--- config.mk ---
export PLATFORM = sky130hd
export DESIGN_NAME = cpu_run_controller_flat
export DESIGN_NICKNAME = d
export VERILOG_FILES = /design/src/rtl/cpu_run_controller_if.sv /design/src/rtl/cpu_run_controller.sv /design/src/flat_wrapper.sv
export SDC_FILE = /design/constraint.sdc
export NUM_CORES = 1
export LEC_CHECK = 0
export CORE_MARGIN = 4
export CORE_UTILIZATION = 50
export CTS_CLUSTER_SIZE = 25
export DETAILED_ROUTE_END_ITERATION = 8
export GPL_ROUTABILITY_DRIVEN = 1
export HOLD_SLACK_MARGIN = 0.03
export PLACE_DENSITY = 0.89
export SLEW_MARGIN = 15
export SYNTH_ARGS = -nofsm -noshare
export SYNTH_HDL_FRONTEND = slang
export SYNTH_SLANG_ARGS = --single-unit
--- constraint.sdc ---
create_clock -name CLOCK -period 6.5 [get_ports CLOCK]
set_input_delay 1.3 -clock CLOCK [delete_from_list [all_inputs] [get_ports CLOCK]]
set_output_delay 1.3 -clock CLOCK [all_outputs]
set_load 0.02 [all_outputs]
--- src/rtl/cpu_run_controller_if.sv ---
// Host/core-facing signal bundle of the run controller.
// master = bench/debug host and core snoop side, slave = cpu_run_controller.
interface cpu_run_controller_if #(
  parameter int PC_WIDTH  = 64,
  parameter int IC_WIDTH  = 32,
  parameter int CNT_WIDTH = 32
);
  // START and STEP are single-cycle pulses sampled on the rising edge; ABORT and
  // STEP_MODE are levels. All controller outputs are registered.
  logic                 START;
  logic                 ABORT;
  logic                 STEP_MODE;
  logic                 STEP;
  logic [PC_WIDTH-1:0]  PC;
  logic [IC_WIDTH-1:0]  IC;
  logic                 CPU_EN;
  logic                 CPU_RST_N;
  logic [CNT_WIDTH-1:0] CYCLE_COUNT;
  logic                 DONE;
  logic [2:0]           STATUS;
  logic [2:0]           dbg_state;

  modport master (
    output START, ABORT, STEP_MODE, STEP, PC, IC,
    input  CPU_EN, CPU_RST_N, CYCLE_COUNT, DONE, STATUS, dbg_state
  );

  modport slave (
    input  START, ABORT, STEP_MODE, STEP, PC, IC,
    output CPU_EN, CPU_RST_N, CYCLE_COUNT, DONE, STATUS, dbg_state
  );
endinterface

--- src/rtl/cpu_run_controller.sv ---
// Run controller for the pipelined LEGv8 core: sequences core reset, gates the
// core clock enable (free-run / single-step) and ends a run on halt, budget, hang or abort.
module cpu_run_controller #(
  parameter int                  PC_WIDTH    = 64,
  parameter int                  IC_WIDTH    = 32,
  parameter int                  CNT_WIDTH   = 32,
  parameter int                  MAX_CYCLES  = 5,
  parameter logic [IC_WIDTH-1:0] HALT_OPCODE = 32'hD4400000,
  parameter int                  STALL_LIMIT = 8,
  parameter int                  RST_CYCLES  = 2
) (
  input logic                  CLOCK,
  input logic                  RESET_N,
  cpu_run_controller_if.slave  bus
);

  typedef enum logic [2:0] {
    S_IDLE      = 3'd0,
    S_RST_HOLD  = 3'd1,
    S_RUN       = 3'd2,
    S_STEP_WAIT = 3'd3,
    S_STEP_EXEC = 3'd4,
    S_DONE      = 3'd5
  } state_e;

  localparam int RCW = $clog2(RST_CYCLES + 1);
  localparam int SCW = $clog2(STALL_LIMIT + 1) + 1;

  localparam logic [2:0] ST_NONE  = 3'd0;
  localparam logic [2:0] ST_HALT  = 3'd1;
  localparam logic [2:0] ST_MAX   = 3'd2;
  localparam logic [2:0] ST_HANG  = 3'd3;
  localparam logic [2:0] ST_ABORT = 3'd4;

  state_e               state_q, state_d;
  logic [RCW-1:0]       rst_cnt_q, rst_cnt_d;
  logic [CNT_WIDTH-1:0] cycle_count_q, cycle_count_d;
  logic [SCW-1:0]       stall_cnt_q, stall_cnt_d;
  logic [PC_WIDTH-1:0]  prev_pc_q, prev_pc_d;
  logic                 prev_valid_q, prev_valid_d;
  logic [2:0]           status_q, status_d;
  logic                 cpu_en_q, cpu_en_d;
  logic                 cpu_rst_n_q, cpu_rst_n_d;
  logic                 done_q, done_d;

  logic                 enabled;
  logic                 in_run;
  logic                 pc_repeat;
  logic [CNT_WIDTH-1:0] cnt_inc;
  logic [SCW-1:0]       stall_inc;
  logic                 is_halt, is_max, is_hang, is_abort;

  // cpu_en_q is aligned with state_q, so "enabled cycle" is simply CPU_EN high.
  assign enabled  = cpu_en_q;
  assign in_run   = (state_q == S_RUN) || (state_q == S_STEP_WAIT) || (state_q == S_STEP_EXEC);

  // The first enabled cycle of a run has no previous PC to compare against.
  assign pc_repeat = prev_valid_q && (bus.PC == prev_pc_q);
  assign cnt_inc   = (&cycle_count_q) ? cycle_count_q : cycle_count_q + CNT_WIDTH'(1);
  assign stall_inc = !pc_repeat ? '0 :
                     (&stall_cnt_q) ? stall_cnt_q : stall_cnt_q + SCW'(1);

  assign is_halt  = (bus.IC == HALT_OPCODE);
  assign is_max   = (MAX_CYCLES != 0) && (cnt_inc == CNT_WIDTH'(MAX_CYCLES));
  assign is_hang  = (STALL_LIMIT != 0) && (stall_inc == SCW'(STALL_LIMIT));
  assign is_abort = bus.ABORT && in_run;

  always_comb begin
    state_d       = state_q;
    rst_cnt_d     = rst_cnt_q;
    cycle_count_d = cycle_count_q;
    stall_cnt_d   = stall_cnt_q;
    prev_pc_d     = prev_pc_q;
    prev_valid_d  = prev_valid_q;
    status_d      = status_q;

    if (enabled) begin
      cycle_count_d = cnt_inc;
      stall_cnt_d   = stall_inc;
      prev_pc_d     = bus.PC;
      prev_valid_d  = 1'b1;
    end

    case (state_q)
      S_IDLE, S_DONE: begin
        if (bus.START) begin
          state_d       = S_RST_HOLD;
          rst_cnt_d     = RCW'(RST_CYCLES - 1);
          cycle_count_d = '0;
          stall_cnt_d   = '0;
          prev_valid_d  = 1'b0;
          status_d      = ST_NONE;
        end
      end
      S_RST_HOLD: begin
        if (rst_cnt_q == '0) begin
          state_d = bus.STEP_MODE ? S_STEP_WAIT : S_RUN;
        end else begin
          rst_cnt_d = rst_cnt_q - RCW'(1);
        end
      end
      S_RUN:       state_d = bus.STEP_MODE ? S_STEP_WAIT : S_RUN;
      S_STEP_WAIT: if (bus.STEP) state_d = S_STEP_EXEC;
      S_STEP_EXEC: state_d = bus.STEP_MODE ? S_STEP_WAIT : S_RUN;
      default:     state_d = S_IDLE;
    endcase

    // Termination overrides any mode transition; abort also fires on idle step cycles.
    if (is_abort) begin
      state_d  = S_DONE;
      status_d = ST_ABORT;
    end else if (enabled && (is_halt || is_max || is_hang)) begin
      state_d  = S_DONE;
      status_d = is_halt ? ST_HALT : (is_max ? ST_MAX : ST_HANG);
    end

    cpu_en_d    = (state_d == S_RUN) || (state_d == S_STEP_EXEC);
    cpu_rst_n_d = (state_d != S_IDLE) && (state_d != S_RST_HOLD);
    done_d      = (state_d == S_DONE);
  end

  always_ff @(posedge CLOCK or negedge RESET_N) begin
    if (!RESET_N) begin
      state_q       <= S_IDLE;
      rst_cnt_q     <= '0;
      cycle_count_q <= '0;
      stall_cnt_q   <= '0;
      prev_pc_q     <= '0;
      prev_valid_q  <= 1'b0;
      status_q      <= ST_NONE;
      cpu_en_q      <= 1'b0;
      cpu_rst_n_q   <= 1'b0;
      done_q        <= 1'b0;
    end else begin
      state_q       <= state_d;
      rst_cnt_q     <= rst_cnt_d;
      cycle_count_q <= cycle_count_d;
      stall_cnt_q   <= stall_cnt_d;
      prev_pc_q     <= prev_pc_d;
      prev_valid_q  <= prev_valid_d;
      status_q      <= status_d;
      cpu_en_q      <= cpu_en_d;
      cpu_rst_n_q   <= cpu_rst_n_d;
      done_q        <= done_d;
    end
  end

  assign bus.CPU_EN      = cpu_en_q;
  assign bus.CPU_RST_N   = cpu_rst_n_q;
  assign bus.CYCLE_COUNT = cycle_count_q;
  assign bus.DONE        = done_q;
  assign bus.STATUS      = status_q;
  assign bus.dbg_state   = state_q;

endmodule

--- src/flat_wrapper.sv ---
// flat-port wrapper written by rule: the top's interface ports become plain ports
module cpu_run_controller_flat 
#(
  parameter int                  PC_WIDTH    = 64,
  parameter int                  IC_WIDTH    = 32,
  parameter int                  CNT_WIDTH   = 32,
  parameter int                  MAX_CYCLES  = 5,
  parameter logic [IC_WIDTH-1:0] HALT_OPCODE = 32'hD4400000,
  parameter int                  STALL_LIMIT = 8,
  parameter int                  RST_CYCLES  = 2
)
  (CLOCK, RESET_N, bus_START, bus_ABORT, bus_STEP_MODE, bus_STEP, bus_PC, bus_IC, bus_CPU_EN, bus_CPU_RST_N, bus_CYCLE_COUNT, bus_DONE, bus_STATUS, bus_dbg_state);
  cpu_run_controller_if #(.PC_WIDTH(PC_WIDTH), .IC_WIDTH(IC_WIDTH), .CNT_WIDTH(CNT_WIDTH)) bus_i ();
  input logic CLOCK;
  input logic RESET_N;
  input wire logic [$bits(bus_i.START)-1:0] bus_START;
  input wire logic [$bits(bus_i.ABORT)-1:0] bus_ABORT;
  input wire logic [$bits(bus_i.STEP_MODE)-1:0] bus_STEP_MODE;
  input wire logic [$bits(bus_i.STEP)-1:0] bus_STEP;
  input wire logic [$bits(bus_i.PC)-1:0] bus_PC;
  input wire logic [$bits(bus_i.IC)-1:0] bus_IC;
  output wire logic [$bits(bus_i.CPU_EN)-1:0] bus_CPU_EN;
  output wire logic [$bits(bus_i.CPU_RST_N)-1:0] bus_CPU_RST_N;
  output wire logic [$bits(bus_i.CYCLE_COUNT)-1:0] bus_CYCLE_COUNT;
  output wire logic [$bits(bus_i.DONE)-1:0] bus_DONE;
  output wire logic [$bits(bus_i.STATUS)-1:0] bus_STATUS;
  output wire logic [$bits(bus_i.dbg_state)-1:0] bus_dbg_state;
  assign bus_i.START = bus_START;
  assign bus_i.ABORT = bus_ABORT;
  assign bus_i.STEP_MODE = bus_STEP_MODE;
  assign bus_i.STEP = bus_STEP;
  assign bus_i.PC = bus_PC;
  assign bus_i.IC = bus_IC;
  assign bus_CPU_EN = bus_i.CPU_EN;
  assign bus_CPU_RST_N = bus_i.CPU_RST_N;
  assign bus_CYCLE_COUNT = bus_i.CYCLE_COUNT;
  assign bus_DONE = bus_i.DONE;
  assign bus_STATUS = bus_i.STATUS;
  assign bus_dbg_state = bus_i.dbg_state;
  cpu_run_controller #(.PC_WIDTH(PC_WIDTH), .IC_WIDTH(IC_WIDTH), .CNT_WIDTH(CNT_WIDTH), .MAX_CYCLES(MAX_CYCLES), .HALT_OPCODE(HALT_OPCODE), .STALL_LIMIT(STALL_LIMIT), .RST_CYCLES(RST_CYCLES)) u_core (.CLOCK(CLOCK), .RESET_N(RESET_N), .bus(bus_i));
endmodule
======== Yosys cells after proc, flatten, opt, wreduce, memory -nomap -nowiden ========
Index checks and enable logic that the tools add are counted.
storage, ports and cells
  flip-flop bits (word level) ............. 113
  input port bits ......................... 102
  output and inout port bits .............. 41
  word-level logic and storage cells ...... 77
cells by class
  $add $sub $neg .......................... 3
  equal/unequal tests ..................... 15
  multiplexer cells ....................... 28
  reduce and logical (&&, ||, !) cells .... 21
operators by type and width
  cell                                                                    count
  32-bit two-way mux                                                      4
  64-bit equality test                                                    1
  32-bit by 1-bit adder with 32-bit output, second input constant         1
  32-bit by 3-bit equality test with 1-bit output, second input constant  1
  32-bit equality test, second input constant                             1
  32-bit AND reduction                                                    1
  3-bit two-way mux                                                       10
  5-bit two-way mux                                                       5
  3-bit equality test, second input constant                              4
  3-bit case mux with 4 select lines                                      1
  3-bit by 2-bit equality test with 1-bit output, second input constant   3
  3-bit nonzero test                                                      3
  5-bit by 1-bit adder with 5-bit output, second input constant           1
  5-bit by 4-bit equality test with 1-bit output, second input constant   1
  1-bit logical OR                                                        5
  1-bit two-way mux                                                       5
  5-bit AND reduction                                                     1
  1-bit logical AND                                                       4
  2-bit two-way mux                                                       2
  2-bit inequality test, second input constant                            2
  2-bit case mux with 2 select lines                                      1
  2-bit OR reduction                                                      2
  3-bit by 1-bit equality test with 1-bit output, second input constant   1
  3-bit zero test                                                         1
  other kinds (6)                                                         6

======== Depth between registers and ports, before layout ========
Gate-level depths: netlist of the first run.
  depth after elaboration ................. 10
  gate-level depth with buffers ........... 11
  mapped depth without buffers ............ 9

======== Worst setup path after synthesis of the first run ========
OpenSTA, ideal clock, no wires.
  path kind ............................... input-to-reg
  from .................................... input port bus_PC[29]
  to ...................................... register u_core.status_q[0] (netlist: u_core.bus.STATUS[0])
  setup time .............................. 78 ps
  arrival ................................. 3276 ps
  required time ........................... 6422 ps
  path slack .............................. 3146 ps
  stages on the path ...................... 8
  buffers on the path ..................... 0
  cells stage by stage .................... nor2b_1 -> a2111o_1 -> or4_1 -> or4_4 -> o31ai_2 -> nand2_1 -> a21boi_1 -> a21boi_1
between the ends
  cells in the longest elaborated chain, start to end .. 8
  elaborated cells on any way between the ends .. 11
  classes of those cells .................. 2 x eq/ne; 3 x mux; 6 x reduce/logical
ends and longest elaborated chain
  item                                                                       RTL line                   source
  from (decl)                                                                flat_wrapper.sv:20         input wire logic [$bits(bus_i.PC)-1:0] bus_PC;
  64-bit equality test *                                                     cpu_run_controller.sv:58   assign pc_repeat = prev_valid_q && (bus.PC == prev_pc_q);
  1-bit logical AND *                                                        cpu_run_controller.sv:58
  5-bit two-way mux *                                                        cpu_run_controller.sv:60   assign stall_inc = !pc_repeat ? '0 :
  5-bit by 4-bit equality test with 1-bit output *                           cpu_run_controller.sv:65   assign is_hang = (STALL_LIMIT != 0) && (stall_inc == SCW'(STALL_LIMIT));
  1-bit logical OR *                                                         cpu_run_controller.sv:112  end else if (enabled && (is_halt || is_max || is_hang)) begin
  1-bit logical AND *                                                        cpu_run_controller.sv:112
  3-bit nonzero test (no line) / 3-bit two-way mux (equally long branches)   n/a
  2-bit AND reduction (no line) / 3-bit two-way mux (equally long branches)  n/a
  to (signal assigned)                                                       cpu_run_controller.sv:141  status_q <= status_d;
  to (decl)                                                                  cpu_run_controller.sv:41   logic [2:0] status_q, status_d;
Mark *: on every way between the ends. The rest lies on a longest branch, timed or not.
A chain may end at the register's enable or synchronous reset.

======== Worst setup path after layout of the first run ========
Same ends and word-level chain as after synthesis.

==> reports/metrics.csv, run 1 <==
metric,value,unit
synth_ff_type,dfrtp_1,
maxCapViolCount,0,
cp.required,6.83,ns
dp_hpwl,12180,µm
slowest_stage,clkdlybuf4s50_1,
arrival,4.12,ns
grt_pass1_vias,5515,
nNetsFinal,886,
ys_types,64,
tns,0,ns
max_freq,263.8,MHz
grt_first_pass_wirelength,27260,µm
layout-drive-gt1-share,0.1322,
fillers,966,
diodes,0,
path_max_fanout,6,
num_io_pins,143,
cts_buffers,17,
ys_seq_area_frac,0.4339,
rrSetupSlack,3.24,ns
start_util,0.5143,
fp-row-count,41,
synthToLayoutAreaGrowth,31.80,%
postSynthAreaPerCell,10.04,µm²
period_share,0.5832,
dr.pass1.iters,9,
syn-num-nets,754,
power_density,347.0,nW/µm²
min_period,3.791,ns
post_cts_buffers,0,
min-delay-path-class,reg2reg,
crit_family,simple AND/OR/NAND/NOR gates,
ys_warn_count,0,
synth_area,6516,µm²
die-height,122.2,µm
drtIter0Drc,482,
crit_type,in2reg,
cts_resized,0,
die_w,122.2,µm
synth_cells,649,
io_buffers,142,
synth_seq_cells,113,
crit_top_cell,a21boi_1,
ant_nets,0,
wire_per_inst,17.37,µm
htreeDepth,4,
synth_edf_count,0,
setup_viol,0,
end_kind,flip-flop,
cts.path.max_buffers,2,
track_usage,0.2311,
overflow,0,
yosys.area.top_type,dfrtp_1,
grt_max_degree,94,
timing.rr.start,u_core.bus.CYCLE_COUNT[0],
path_buf_inv,1,
synth-async-reset-ratio,1.000,
layout_setup_ws,2.709,ns
p_leak,3.505,nW
worst_slew_pin_slew,1.052,ns
start_kind,primary input,
root_buffer,clkbuf_16,
num_vias,5507,
netlist_top_cells_count,"dfrtp_1 (113), mux2_2 (58), xnor2_1 (49), nand2_1 (46), nor2_1 (46)",
cts_tree,built,
yosys-top-cells-area,"dfrtp_1 (43%), mux2_2 (10%), xnor2_1 (6.6%), xor2_1 (4.8%), nand2_1 (2.6%)",
yosysTopAreaCellShare,0.4339,
path_cells,clkdlybuf4s50_1 -> nor2b_1 -> a2111o_1 -> or4_1 -> or4_4 -> o31ai_2 -> nand2_1 -> a21boi_1 -> a21boi_1,
holdCritStartpoint,u_core.rst_cnt_q[0],
worst_path_largest_cell_delay,0.50,ns
routabilityCongestion,0.9279,
yosysMostFrequentCell,dfrtp_1,
drc_errors,0,
hold_viol_final,0,
critPathLaunch,bus_PC[29],
maxSlewViolCount,0,
clock_skew,0.008144,ns
status,completed,
antenna_found_initial,0,
cts.reportedPaths.clkPinSlew,0.06,ns
maxSlewHeadroom,0.2986,
vias_per_cell,5.701,
clock_sinks,113,
rsz0062_at_grt,false,
die_area,14920,µm²
peakVddDrop,0.2313,mV
drt_wl_total,16780,µm
hold_buffers,0,
dp_slack,2.315,ns
coreArea,12670,µm²
clock_latency,0.42,ns
## layout by cell type (no fill, tap or decap), types with 7 or more instances in the layout
cell type	synthesis	routed
xor2_1	36	36
nor4_1	14	14
dfrtp_1	113	112
nor2_1	46	46
xnor2_1	49	49
mux2_2	58	58
nand3_1	25	25
and2_1	8	8
nand2_1	46	46
clkbuf_16	0	17
nand4_1	25	25
nor2b_1	10	10
inv_1	28	28
a21oi_1	12	12
o22ai_1	7	7
clkdlybuf4s50_1	0	141
and3_1	18	18
o21ai_0	15	15
nand2b_1	17	17
and4_1	8	8
## kinds of logic (layout without fill, tap and decap cells)
family	after synthesis	after routing	share of synthesized area
AO/OA/AOI/OAI	73	73	0.07911
adder cells (fa/ha/maj)	3	3	0.005761
buffers and inverters	59	204	0.03955
multiplexers	63	63	0.1079
AND/OR/NAND/NOR	253	253	0.2195
flip-flops	113	113	0.4339
XOR/XNOR	85	85	0.1142
## sequential cells by signal, indices dropped and copies added, names as in the netlist
signal                  cells
u_core.bus.CPU_EN           1
u_core.bus.CPU_RST_N        1
u_core.bus.CYCLE_COUNT     32
u_core.bus.DONE             1
u_core.bus.STATUS           3
u_core.bus.dbg_state        3
u_core.prev_pc_q           64
u_core.prev_valid_q         1
u_core.rst_cnt_q            2
u_core.stall_cnt_q          5
## worst paths after layout
kind,endpoint,depth (start not counted)
setup / recovery,u_core.bus.STATUS[0],9
hold / removal,u_core.rst_cnt_q[0],1
setup reg to reg,u_core.bus.dbg_state[1],9
hold reg to reg,u_core.rst_cnt_q[0],1
max in group asynchronous,u_core.prev_pc_q[41],2
min in group asynchronous,u_core.bus.CYCLE_COUNT[12],1
## layout make-up
class                   count  area [µm²]  share of cell area
multi-input cells         477        3431              0.3995
flip-flops and latches    113        2831              0.3297
repair buffers            144        1434              0.1670
clock buffers              18       439.2             0.05114
well taps                 172       215.2             0.02506
clock inverters            14       132.6             0.01544
inverters                  28       105.1             0.01224
## routing by layer
| metal | share of wire | GRT usage | vias to the layer above |
|---|---|---|---|
| met5 | 0 | 0 | - |
| met4 | 0.015 | 0.08188 | 0 |
| met3 | 0.071 | 0.06778 | 27 |
| met2 | 0.51 | 0.3981 | 195 |
| met1 | 0.40 | 0.2754 | 2706 |
| li1 | - | - | 2579 |
## power by group
part / internal [mW] / switching [mW]
registers: 0.949 / 0.235
clock network: 0.538 / 0.354
logic: 0.514 / 0.389
## per-stage QoR
step                  util  power, mW  area, µm²  hold WS, ns  instances
finish              0.6778      2.980       8588       0.4841        966
global route        0.6778      3.152       8588       0.5188        966
CTS                 0.6778      3.000       8588       0.4884        966
detailed placement  0.6327      2.088       8016       0.4808        934
global placement    0.6327      2.011       8016       0.4623        934
floorplan                -      1.779       6516       0.4445        649
Power figures use the tool's default switching activity.
==> run 2, diff against run 1 <==
--- a/config.mk
+++ b/config.mk
@@ -6,12 +6,12 @@
 export NUM_CORES = 1
 export LEC_CHECK = 0
 export CORE_MARGIN = 4
-export CORE_UTILIZATION = 50
+export CORE_UTILIZATION = 46
 export CTS_CLUSTER_SIZE = 25
 export DETAILED_ROUTE_END_ITERATION = 8
 export GPL_ROUTABILITY_DRIVEN = 1
 export HOLD_SLACK_MARGIN = 0.03
-export PLACE_DENSITY = 0.89
+export PLACE_DENSITY = 0.87
 export SLEW_MARGIN = 15
 export SYNTH_ARGS = -nofsm -noshare
 export SYNTH_HDL_FRONTEND = slang
==> constraint.sdc (replaced) <==
create_clock -name CLOCK -period 3.47 [get_ports CLOCK]
set_input_delay 0.694 -clock CLOCK [delete_from_list [all_inputs] [get_ports CLOCK]]
set_output_delay 0.694 -clock CLOCK [all_outputs]
set_load 0.02 [all_outputs]
==> reports/metrics.csv, run 2 (synthesis results as in run 1) <==
metric,value,unit
clock_skew,0.01173,ns
drc_errors,0,
rsz0062_at_grt,false,
die-height,127.0,µm
routabilityCongestion,0.8994,
nNetsFinal,892,
power_density,650.5,nW/µm²
max_freq,333.6,MHz
overflow,0,
min-delay-path-class,in2async,
num_vias,5379,
track_usage,0.2002,
worst_path_largest_cell_delay,0.50,ns
mostFrequentLayoutCell,clkdlybuf4s50_1,
hold_viol_final,0,
dr.pass1.iters,5,
path_max_fanout,5,
start_kind,primary input,
setup_viol,0,
arrival,3.34,ns
dpl-instance-area,8084,µm²
dp_slack,0.06368,ns
maxSlewHeadroom,0.4298,
cts_resized,0,
cts.reportedPaths.clkPinSlew,0.05,ns
cts_buffers,17,
timing.rr.start,u_core.bus.CYCLE_COUNT[0],
vias_per_cell,5.489,
largest_reg_flops,64,
peakVddDrop,0.4136,mV
io_buffers,142,
tns,0,ns
diodes,0,
clock_sinks,113,
drt_wl_total,15680,µm
path_cells,clkdlybuf4s50_1 -> nor2b_1 -> a2111o_1 -> or4_1 -> or4_4 -> nor2_1 -> nand3_1 -> mux2_2 -> nor2_1,
fillers,1134,
root_buffer,clkbuf_16,
cp.required,3.81,ns
grt_first_pass_wirelength,26080,µm
regMostFlops,u_core.prev_pc_q,
die_w,127.0,µm
grt_max_degree,50,
final_util,0.6266,
synthToLayoutAreaGrowth,33.49,%
period_share,0.8638,
slowest_stage,clkdlybuf4s50_1,
p_total,5.658,mW
finalInstanceArea,8698,µm²
die_area,16130,µm²
post_cts_buffers,0,
crit_top_cell,nor2_1,
status,completed,
rrSetupSlack,0.52,ns
crit_family,simple AND/OR/NAND/NOR gates,
start_util,0.4694,
htreeDepth,4,
cts_tree,built,
clock_latency,0.42,ns
dp_hpwl,11630,µm
maxSlewViolCount,0,
worst_slew_pin_slew,0.8553,ns
end_kind,flip-flop,
r2r_cells,9,
antenna_found_initial,0,
cts.path.max_buffers,2,
layout-drive-gt1-share,0.1375,
fp-row-count,43,
min_period,2.998,ns
grt_pass1_vias,5290,
p_leak,3.573,nW
wire_per_inst,16.00,µm
num_io_pins,143,
path_buf_inv,1,
crit_type,in2reg,
maxCapViolCount,0,
coreArea,13880,µm²
ant_nets,0,
mostFrequentLayoutCells,"clkdlybuf4s50_1 (141), dfrtp_1 (112), mux2_2 (58)",
drtIter0Drc,429,
hold_buffers,0,
layout_setup_ws,0.4725,ns
rr_endpoint,u_core.bus.STATUS[2],
-- run 2: per-layer routing --
metal	vias up	share of wire	GRT usage
met3	26	0.073	0.06438
met1	2574	0.41	0.2450
met5	-	0	0
li1	2594	-	-
met4	0	0.022	0.07760
met2	185	0.49	0.3303
-- run 2: cell type report --
class                      instances  area (µm²)  area share
tap                              180       225.2     0.02589
sequential                       113        2831      0.3255
timing repair buffer             150        1491      0.1715
clock inverter                    12       157.7     0.01812
inverter                          28       105.1     0.01208
multi-input combinational        477        3431      0.3944
clock buffer                      20       456.7     0.05250
-- run 2: through the flow --
stage / hold slack [ns] / std cells
finish: 0.3090 / 980
global route: 0.3634 / 980
CTS: 0.3290 / 980
detailed placement: 0.4760 / 948
global placement: 0.4603 / 948
floorplan: 0.3984 / 649
-- run 2: how the worst max path moves through the flow --
stage	from	endpoint	slack [ns]	cells past startpoint
after global routing	u_core.bus.CYCLE_COUNT[0]	u_core.bus.STATUS[2]	0.30	9
final	bus_PC[29]	u_core.stall_cnt_q[0]	0.47	9
after detailed placement	bus_PC[29]	u_core.bus.STATUS[0]	0.06	9
after CTS	bus_PC[29]	u_core.stall_cnt_q[0]	0.49	9
after global placement	bus_PC[29]	u_core.bus.STATUS[0]	0.09	9
after floorplan	u_core.bus.CYCLE_COUNT[0]	u_core.bus.STATUS[2]	0.70	10
-- run 2: worst reg2reg max path, cell delays in order, from the launching register on --
cell     delay, ns
dfrtp_1       0.43
ha_1          0.27
and3_1        0.18
and2_1        0.25
a31o_2        0.27
a211o_1       0.30
nor4b_1       0.42
nor3b_1       0.29
and4_1        0.30
o21ai_1       0.09
-- run 2: power by group --
group          switching [mW]  leakage, nW  internal [mW]
clock                   0.628        0.293           1.17
combinational           0.747         1.86          0.962
sequential              0.374         1.42           1.78
total                    1.75         3.57           3.91
